--- src/rtl/dir_step_ctrl.sv ---
// dir_step_ctrl
// Movement sequencer behind the keyboard direction decoder. Resolves the
// held-direction mask into a single direction, issues step commands over a
// valid/ready handshake with typematic repeat timing (first step on press,
// a longer first delay, then periodic repeats counted in game ticks), and
// tracks the saturating player position on a bounded grid.
//
// Ports:
//   clk         system clock
//   rst         asynchronous active-low reset
//   tick        one-cycle game-tick strobe
//   nums        held-direction mask: [3] up, [2] down, [1] left, [0] right
//   step_ready  consumer accepts the pending step this cycle
//   step_valid  step command pending
//   step_dir    step direction: 00 up, 01 down, 10 left, 11 right
//   pos_x       current x coordinate (0..X_MAX)
//   pos_y       current y coordinate (0..Y_MAX)

module dir_step_ctrl #(
  parameter int unsigned X_MAX        = 15,
  parameter int unsigned Y_MAX        = 11,
  parameter int unsigned XW           = 4,
  parameter int unsigned YW           = 4,
  parameter int unsigned X_INIT       = 0,
  parameter int unsigned Y_INIT       = 0,
  parameter int unsigned DELAY_TICKS  = 8,
  parameter int unsigned REPEAT_TICKS = 3
) (
  input  logic          clk,
  input  logic          rst,
  input  logic          tick,
  input  logic [3:0]    nums,
  input  logic          step_ready,
  output logic          step_valid,
  output logic [1:0]    step_dir,
  output logic [XW-1:0] pos_x,
  output logic [YW-1:0] pos_y
);

  localparam int unsigned CntMax = (DELAY_TICKS > REPEAT_TICKS) ? DELAY_TICKS : REPEAT_TICKS;
  localparam int unsigned CW     = $clog2(CntMax + 1);

  localparam logic [CW-1:0] CntDelay  = CW'(DELAY_TICKS);
  localparam logic [CW-1:0] CntRepeat = CW'(REPEAT_TICKS);
  localparam logic [CW-1:0] CntOne    = CW'(1);

  localparam logic [XW-1:0] XMax  = XW'(X_MAX);
  localparam logic [XW-1:0] XInit = XW'(X_INIT);
  localparam logic [YW-1:0] YMax  = YW'(Y_MAX);
  localparam logic [YW-1:0] YInit = YW'(Y_INIT);

  localparam logic [1:0] DirUp    = 2'b00;
  localparam logic [1:0] DirDown  = 2'b01;
  localparam logic [1:0] DirLeft  = 2'b10;
  localparam logic [1:0] DirRight = 2'b11;

  typedef enum logic [1:0] {
    StIdle,
    StIssue,
    StHold
  } state_e;

  state_e        state_q, state_d;
  logic [1:0]    cur_dir_q, cur_dir_d;
  logic          first_q, first_d;
  logic [CW-1:0] cnt_q, cnt_d;
  logic [XW-1:0] pos_x_q, pos_x_d;
  logic [YW-1:0] pos_y_q, pos_y_d;

  logic       up_eff, down_eff, left_eff, right_eff;
  logic       req_valid;
  logic [1:0] dir_req;
  logic       accept;

  // Direction resolution: opposing keys on one axis cancel that axis, then
  // fixed priority up > down > left > right picks the request.
  always_comb begin
    up_eff    = nums[3] & ~nums[2];
    down_eff  = nums[2] & ~nums[3];
    left_eff  = nums[1] & ~nums[0];
    right_eff = nums[0] & ~nums[1];
    req_valid = up_eff | down_eff | left_eff | right_eff;
    dir_req   = DirUp;
    if (up_eff) begin
      dir_req = DirUp;
    end else if (down_eff) begin
      dir_req = DirDown;
    end else if (left_eff) begin
      dir_req = DirLeft;
    end else if (right_eff) begin
      dir_req = DirRight;
    end
  end

  assign accept = (state_q == StIssue) & step_ready;

  // State register.
  always_ff @(posedge clk or negedge rst) begin
    if (!rst) begin
      state_q <= StIdle;
    end else begin
      state_q <= state_d;
    end
  end

  // Datapath registers: latched direction, first-step flag, tick counter, position.
  always_ff @(posedge clk or negedge rst) begin
    if (!rst) begin
      cur_dir_q <= DirUp;
      first_q   <= 1'b1;
      cnt_q     <= '0;
      pos_x_q   <= XInit;
      pos_y_q   <= YInit;
    end else begin
      cur_dir_q <= cur_dir_d;
      first_q   <= first_d;
      cnt_q     <= cnt_d;
      pos_x_q   <= pos_x_d;
      pos_y_q   <= pos_y_d;
    end
  end

  // Next-state and sequencing control.
  always_comb begin
    state_d   = state_q;
    cur_dir_d = cur_dir_q;
    first_d   = first_q;
    cnt_d     = cnt_q;
    unique case (state_q)
      StIdle: begin
        if (req_valid) begin
          cur_dir_d = dir_req;
          first_d   = 1'b1;
          state_d   = StIssue;
        end
      end
      StIssue: begin
        // Direction is frozen here; nums is not looked at until HOLD.
        if (accept) begin
          cnt_d   = first_q ? CntDelay : CntRepeat;
          state_d = StHold;
        end
      end
      StHold: begin
        if (!req_valid) begin
          state_d = StIdle;
        end else if (dir_req != cur_dir_q) begin
          // A new direction steps immediately and restarts the first delay.
          cur_dir_d = dir_req;
          first_d   = 1'b1;
          state_d   = StIssue;
        end else if (tick && (cnt_q == CntOne)) begin
          first_d = 1'b0;
          state_d = StIssue;
        end else if (tick && (cnt_q != '0)) begin
          cnt_d = cnt_q - CntOne;
        end
      end
      default: begin
        state_d = StIdle;
      end
    endcase
  end

  // Saturating position update on the accepting edge; a step into a wall
  // is still handshaked but leaves the coordinate unchanged.
  always_comb begin
    pos_x_d = pos_x_q;
    pos_y_d = pos_y_q;
    if (accept) begin
      unique case (cur_dir_q)
        DirUp: begin
          if (pos_y_q != '0) pos_y_d = pos_y_q - YW'(1);
        end
        DirDown: begin
          if (pos_y_q < YMax) pos_y_d = pos_y_q + YW'(1);
        end
        DirLeft: begin
          if (pos_x_q != '0) pos_x_d = pos_x_q - XW'(1);
        end
        DirRight: begin
          if (pos_x_q < XMax) pos_x_d = pos_x_q + XW'(1);
        end
        default: begin
          pos_x_d = pos_x_q;
        end
      endcase
    end
  end

  // Outputs.
  always_comb begin
    step_valid = (state_q == StIssue);
    step_dir   = cur_dir_q;
    pos_x      = pos_x_q;
    pos_y      = pos_y_q;
  end

endmodule

--- config.mk ---
export PLATFORM = sky130hd
export DESIGN_NAME = dir_step_ctrl
export DESIGN_NICKNAME = d
export VERILOG_FILES = /design/src/rtl/dir_step_ctrl.sv
export SDC_FILE = /design/constraint.sdc
export NUM_CORES = 1
export LEC_CHECK = 0
export BUFFER_PORTS_ARGS = -buffer_cell sky130_fd_sc_hd__buf_2
export CAP_MARGIN = 40
export CORE_ASPECT_RATIO = 0.9
export CORE_MARGIN = 4
export CORE_UTILIZATION = 55
export CTS_CLUSTER_DIAMETER = 200
export DETAILED_ROUTE_END_ITERATION = 6
export GPL_ROUTABILITY_DRIVEN = 0
export GPL_TIMING_DRIVEN = 0
export PLACE_DENSITY_LB_ADDON = 0.08
export SKIP_CTS_REPAIR_TIMING = 1
export SYNTH_ARGS = -nofsm -noshare
export SYNTH_HDL_FRONTEND = slang
export SYNTH_SLANG_ARGS = --single-unit
--- constraint.sdc ---
create_clock -name clk -period 2.8 [get_ports clk]
set_clock_uncertainty 0.1 [all_clocks]
set_input_delay 0.14 -clock clk [delete_from_list [all_inputs] [get_ports clk]]
set_output_delay 0.14 -clock clk [all_outputs]
set_load 0.005 [all_outputs]
==> results of run 1 <==
## cell usage after synthesis (all sizes together) (2+ instances only)
master,count,area (sq um)
dfrtp,16,400.4
a21o,2,15.01
nor4,2,12.51
nand2b,4,32.53
or3,2,13.77
nand4,4,25.02
nor3,3,15.01
buf,2,18.77
nor3b,2,15.01
fa,2,40.04
xnor2,6,52.55
o21ai,7,35.03
a211o,2,17.52
nand2,16,60.06
inv,11,41.29
nor2,6,22.52
ha,10,125.1
a21oi,7,35.03
o311ai,2,17.52
nand3,3,15.01
mux2,3,33.78
## power breakdown
part | leakage (nW) | total, W | switching [W] | internal, W
logic | 0.422 | 0.000771 | 0.000381 | 0.000389
clock network | 0.0150 | 0.000141 | 0.0000858 | 0.0000557
registers | 0.210 | 0.000510 | 0.000161 | 0.000349
total | 0.647 | 0.00142 | 0.000628 | 0.000794
## registers in the layout, summed over array words and instances (netlist names)
name      count
pos_y         4
state_q       2
cnt_q         4
first_q       1
step_dir      2
pos_x         4
## critical path, cell delays in order (launching register included)
cell,delay [ps]
dfrtp_1,490
or4_1,600
o221ai_1,340
mux2_2,380
## path summary, 6_finish.rpt
path / startpoint / endpoint / slack, ps / cells after the start
max in group asynchronous: rst / first_q / 2090 / 2
min in group asynchronous: rst / pos_x[2] / 180 / 2
worst min register to register: pos_x[3] / pos_x[3] / 460 / 1
worst max register to register: pos_y[0] / pos_y[1] / 790 / 3
worst min-delay path: step_ready / cnt_q[3] / 80 / 3
worst max-delay path: pos_y[0] / pos_y[1] / 790 / 3
## layout make-up
| class | count | area, sq um | area share (%) |
|---|---|---|---|
| Multi-Input combinational cell | 101 | 732.0 | 53.18 |
| Sequential cell | 17 | 426.7 | 31.00 |
| Timing Repair Buffer | 19 | 100.1 | 7.273 |
| Inverter | 11 | 41.29 | 3.000 |
| Tap cell | 25 | 31.28 | 2.273 |
| Clock buffer | 4 | 26.28 | 1.909 |
| Buffer | 2 | 18.77 | 1.364 |
## kinds of logic after synthesis
kind of cell    Yosys count  share of synthesized area (%)
fa+ha+maj                12                          13.55
flops                    17                          35.01
compound gates           30                          16.94
mux                       3                          2.772
buf+inv                  13                          4.928
simple gates             49                          21.77
xor+xnor                  7                          5.031
## routing by layer
metal  share of wire, %  global-route usage [%]  up-vias
li1                   -                       -      519
met1                 39                   21.92      534
met2                 53                   36.09       42
met3                6.4                   5.419        4
met4                1.4                   11.97        0
met5                  0                       0        -
## stage by stage
step / power [W] / setup slack, ps
floorplan: 0.001050 / 910.7
global placement: 0.001230 / 640.9
detailed placement: 0.001284 / 609.0
CTS: 0.001429 / 793.6
global route: 0.001564 / 641.1
finish: 0.001422 / 792.2
==> out/qor.txt, run 1 <==
die boundary height -> 52.66 um
Syn Nets -> 151
H-tree levels -> 1
static leakage -> 0.6470 nW
crit end category -> flop
Synth warnings -> 0
status -> finished, final reports clean
Post-synth EDFFs -> 0
Core Area -> 0.002008 sq mm
power density over the cells -> 1033 mW/mm^2
Max clock buf depth -> 2
Num CTS Buffers -> 3
Layout area overhead -> 12.94%
setup TNS -> 0 ps
RSZ-0062 raised after global routing -> no
GRT Util Overall -> 20.44%
Cell variety after synth -> 43
hold slack final -> 80.93 ps
Worst Path Required -> 2900 ps
Worst-Skew Late Latency -> 310 ps
clk root buf -> clkbuf_4
Worst EP arrival -> 2110 ps
Slew @ Worst Pin -> 642.8 ps
fill count -> 169
Crit Path Category -> reg2reg
commonest non-fill, non-tap cell in the layout -> buf_2
Slew HR -> 57.06%
final std cells w/o fill -> 179
final net count -> 175
FMAX -> 498.1 MHz
final wirelength -> 2631 um
placed cells -> 174
Core Util, Final -> 68.54%
crit path time final -> 2008 ps
post-DP HPWL -> 2021 um
ys flop type -> dfrtp_1
first-pass GRT wire length -> 4678 um
Iter 0 DRT Violations -> 34
startpoint types -> flop
worst-path maximum fanout -> 8
drc violations -> 0
Final setup viols -> 0
std cell rows -> 15
post-route design area -> 0.001376 sq mm
Ports -> 19
Async S/R FF share, synth -> 100.0%
wire length per cell -> 14.70 um
number of max-cap violations -> 0
vias per inst -> 6.140
cells after synthesis -> 131
crit share post-route -> 71.71%
maximum VDD drop -> 0.6075 mV
Overflow after GRT -> 0
Post-DRT Antenna Nets -> 0
synthesized area -> 0.001219 sq mm
vias in the first global route -> 1139
Hold Path Class -> in2reg
clk sinks -> 17
final-report max-slew violation count -> 0
Yosys reg bits -> 17
most frequent cells in the layout -> buf_2 (18), nand2_1 (16), dfrtp_1 (16)
Die ar. -> 0.003034 sq mm
n_diodes -> 0
port buffer count -> 18
Fin. Hold Viols -> 0
Die X -> 57.62 um
register area share after synthesis -> 35.01%
share of layout cells above drive strength 1 -> 18.83%
initial antenna violation count -> 0
DP Area -> 0.001340 sq mm
largest net degree at the start of global routing -> 18
CTS tree -> yes
routed via count -> 1099
Worst-path clk slew -> 110 ps
syn avg cell area -> 9.303 sq um
Starting Density -> 60.69%
drt first pass iters -> 4
No activity file was read; power rests on OpenSTA's default activity.
==> run 2: changes to the inputs <==
- CORE_UTILIZATION: 55 -> 50
- clock period: 2.8 -> 1.8 ns (I/O delays scaled with it)
==> run 2 against run 1 <==
The run now ends with negative setup slack left. Die area increased by 8.5%. Sequential cell count unchanged. Power increased by 73%. Non-clock buffer count increased by 7. Routed wire length increased by 0.91%. Critical endpoint is now cnt_q[0]. Largest cell class unchanged. Highest routed layer unchanged.
==> out/qor.txt, run 2 (same netlist as run 1, synthesis figures left out) <==
status -> finished, violations left (was finished, final reports clean)
failing checks -> negative setup slack
Final Power -> 0.002458 W (was 0.001422 W)
Slew @ Worst Pin -> 476.2 ps (was 642.8 ps)
crit path time final -> 1872 ps (was 2008 ps)
initial antenna violation count -> 0 (unchanged)
routed via count -> 1107 (was 1099)
clk root buf -> clkbuf_4 (unchanged)
port buffer count -> 18 (unchanged)
Worst-Skew Late Latency -> 280 ps (was 310 ps)
static leakage -> 0.7084 nW (was 0.6470 nW)
Slew HR -> 68.11% (was 57.06%)
crit end category -> flop (unchanged)
Overflow after GRT -> 0 (unchanged)
sw frac -> 43.59% (was 44.15%)
Core Area -> 0.002242 sq mm (was 0.002008 sq mm)
first-pass GRT wire length -> 4333 um (was 4678 um)
crit share post-route -> 104.0% (was 71.71%)
H-tree levels -> 1 (unchanged)
setup TNS -> -235.8 ps (was 0 ps)
Hold Path Class -> in2reg (unchanged)
post-route design area -> 0.001525 sq mm (was 0.001376 sq mm)
vias per inst -> 5.888 (was 6.140)
CP delay by family, top -> simple AND/OR/NAND/NOR gates (unchanged)
Layout area overhead -> 25.15% (was 12.94%)
flip-flop and latch area -> 429.2 sq um (was 426.7 sq um)
Max clock buf depth -> 2 (unchanged)
GRT Util Overall -> 16.89% (was 20.44%)
n_diodes -> 0 (unchanged)
power share of the combinational group -> 59.1% (was 54.2%)
Num CTS Buffers -> 3 (unchanged)
Die ar. -> 0.003292 sq mm (was 0.003034 sq mm)
Flop pwr share -> 32.5% (was 35.8%)
drt first pass iters -> 4 (unchanged)
power density over the cells -> 1611 mW/mm^2 (was 1033 mW/mm^2)
Ports -> 19 (unchanged)
Crit Path Category -> reg2reg (unchanged)
Internal Power -> 0.001386 W (was 0.0007940 W)
most frequent cells in the layout -> buf_2 (18), nand2_1 (15), dfrtp_1 (14) (was buf_2 (18), nand2_1 (16), dfrtp_1 (16))
area of the multi-input gates -> 819.5 sq um (was 732.0 sq um)
Starting Density -> 54.35% (was 60.69%)
hold path cells -> 3 (unchanged)
Core Util, Final -> 68.02% (was 68.54%)
startpoint types -> flop (unchanged)
vias in the first global route -> 989 (was 1139)
Sw Pwr -> 0.001071 W (was 0.0006276 W)
r2r startpoint -> step_dir[1] (was pos_y[0])
std cell rows -> 16 (was 15)
worst-path maximum fanout -> 8 (unchanged)
RR Endpoint -> cnt_q[0] (was pos_y[1])
Worst Path Required -> 1880 ps (was 2900 ps)
die boundary height -> 54.84 um (was 52.66 um)
Hold Path Origin -> step_ready (unchanged)
final-report max-slew violation count -> 0 (unchanged)
Worst Path Buf+Inv -> 0 (unchanged)
DP Area -> 0.001356 sq mm (was 0.001340 sq mm)
Clk pwr share -> 8.4% (was 10.0%)
wire length per cell -> 14.12 um (was 14.70 um)
PnR worst setup slack -> -71.67 ps (was 792.2 ps)
drc violations -> 0 (unchanged)
Fin. Hold Viols -> 0 (unchanged)
Reg2Reg Setup Slack -> -70 ps (was 790 ps)
share of layout cells above drive strength 1 -> 31.06% (was 18.83%)
FF-to-FF path depth -> 5 (was 3)
Worst EP arrival -> 1950 ps (was 2110 ps)
final wirelength -> 2655 um (was 2631 um)
CTS tree -> yes (unchanged)
commonest non-fill, non-tap cell in the layout -> buf_2 (unchanged)
Iter 0 DRT Violations -> 64 (was 34)
Die X -> 60.04 um (was 57.62 um)
Worst-path clk slew -> 100 ps (was 110 ps)
CP max stage delay -> 480 ps (was 600 ps)
slowest CP cell -> dfrtp_2 (was or4_1)
FMAX -> 534.3 MHz (was 498.1 MHz)
maximum VDD drop -> 0.9200 mV (was 0.6075 mV)
final net count -> 182 (was 175)
crit path cell chain -> o31a_1, nor4_4, nand4_1, and2_1, a211o_1 (was or4_1, o221ai_1, mux2_2)
Post-DRT Antenna Nets -> 0 (unchanged)
RSZ-0062 raised after global routing -> yes (was no)
clk sinks -> 17 (unchanged)
number of max-cap violations -> 0 (unchanged)
largest net degree at the start of global routing -> 18 (unchanged)
Final setup viols -> 5 (was 0)
fill count -> 176 (was 169)
Hold Path End -> cnt_q[3] (unchanged)
post-DP HPWL -> 1870 um (was 2021 um)
[run 2: area by class of cell]
type	instances	share of cell area (%)
Buffer	2	1.477
Clock buffer	4	1.723
Inverter	11	2.707
Multi-Input combinational cell	101	53.73
Sequential cell	17	28.14
Tap cell	27	2.215
Timing Repair Buffer	26	10.01
[run 2: per-layer routing]
| metal | share of wire, % | GRT usage [%] | vias to the layer above |
|---|---|---|---|
| li1 | - | - | 538 |
| met2 | 50 | 29.68 | 32 |
| met1 | 45 | 21.86 | 529 |
| met4 | 0.98 | 4.428 | 0 |
| met5 | 0 | 0 | - |
| met3 | 4.4 | 2.123 | 8 |
[run 2: worst register-to-register path, delay by kind of cell, from the launching register on]
family | cells | cell delay [ps]
simple gates | 3 | 750
flops | 1 | 480
compound gates | 2 | 450
[run 2: power groups by stage]
stage,logic (W),registers [W],clock network (W)
after floorplan,0.000913,0.000751,0
after global placement,0.00118,0.000772,0
after detailed placement,0.00121,0.000788,0
after CTS,0.00122,0.000781,0.000211
after global routing,0.00162,0.000831,0.000227
final,0.00145,0.000799,0.000205
[run 2: worst max-delay path by stage]
stage	slack [ps]	to	cells after the start	start
4_1_cts	-160	cnt_q[0]	6	cnt_q[0]
6_report	-70	cnt_q[0]	5	step_dir[1]
3_5_place_dp	-240	cnt_q[0]	8	nums[0]
5_1_grt	-190	pos_x[3]	8	step_dir[1]
2_1_floorplan	-4	pos_y[1]	3	pos_y[0]
3_3_place_gp	-250	cnt_q[0]	7	nums[1]
[run 2: stage by stage]
step | hold slack [ps] | worst slack, ps | instances
after CTS | -385.3 | -156.6 | 180
after global placement | -66.24 | -250.2 | 176
after global routing | 56.39 | -187.2 | 188
final | 50.83 | -71.67 | 188
after detailed placement | -66.74 | -239.0 | 176
after floorplan | -305.6 | -4.244 | 131
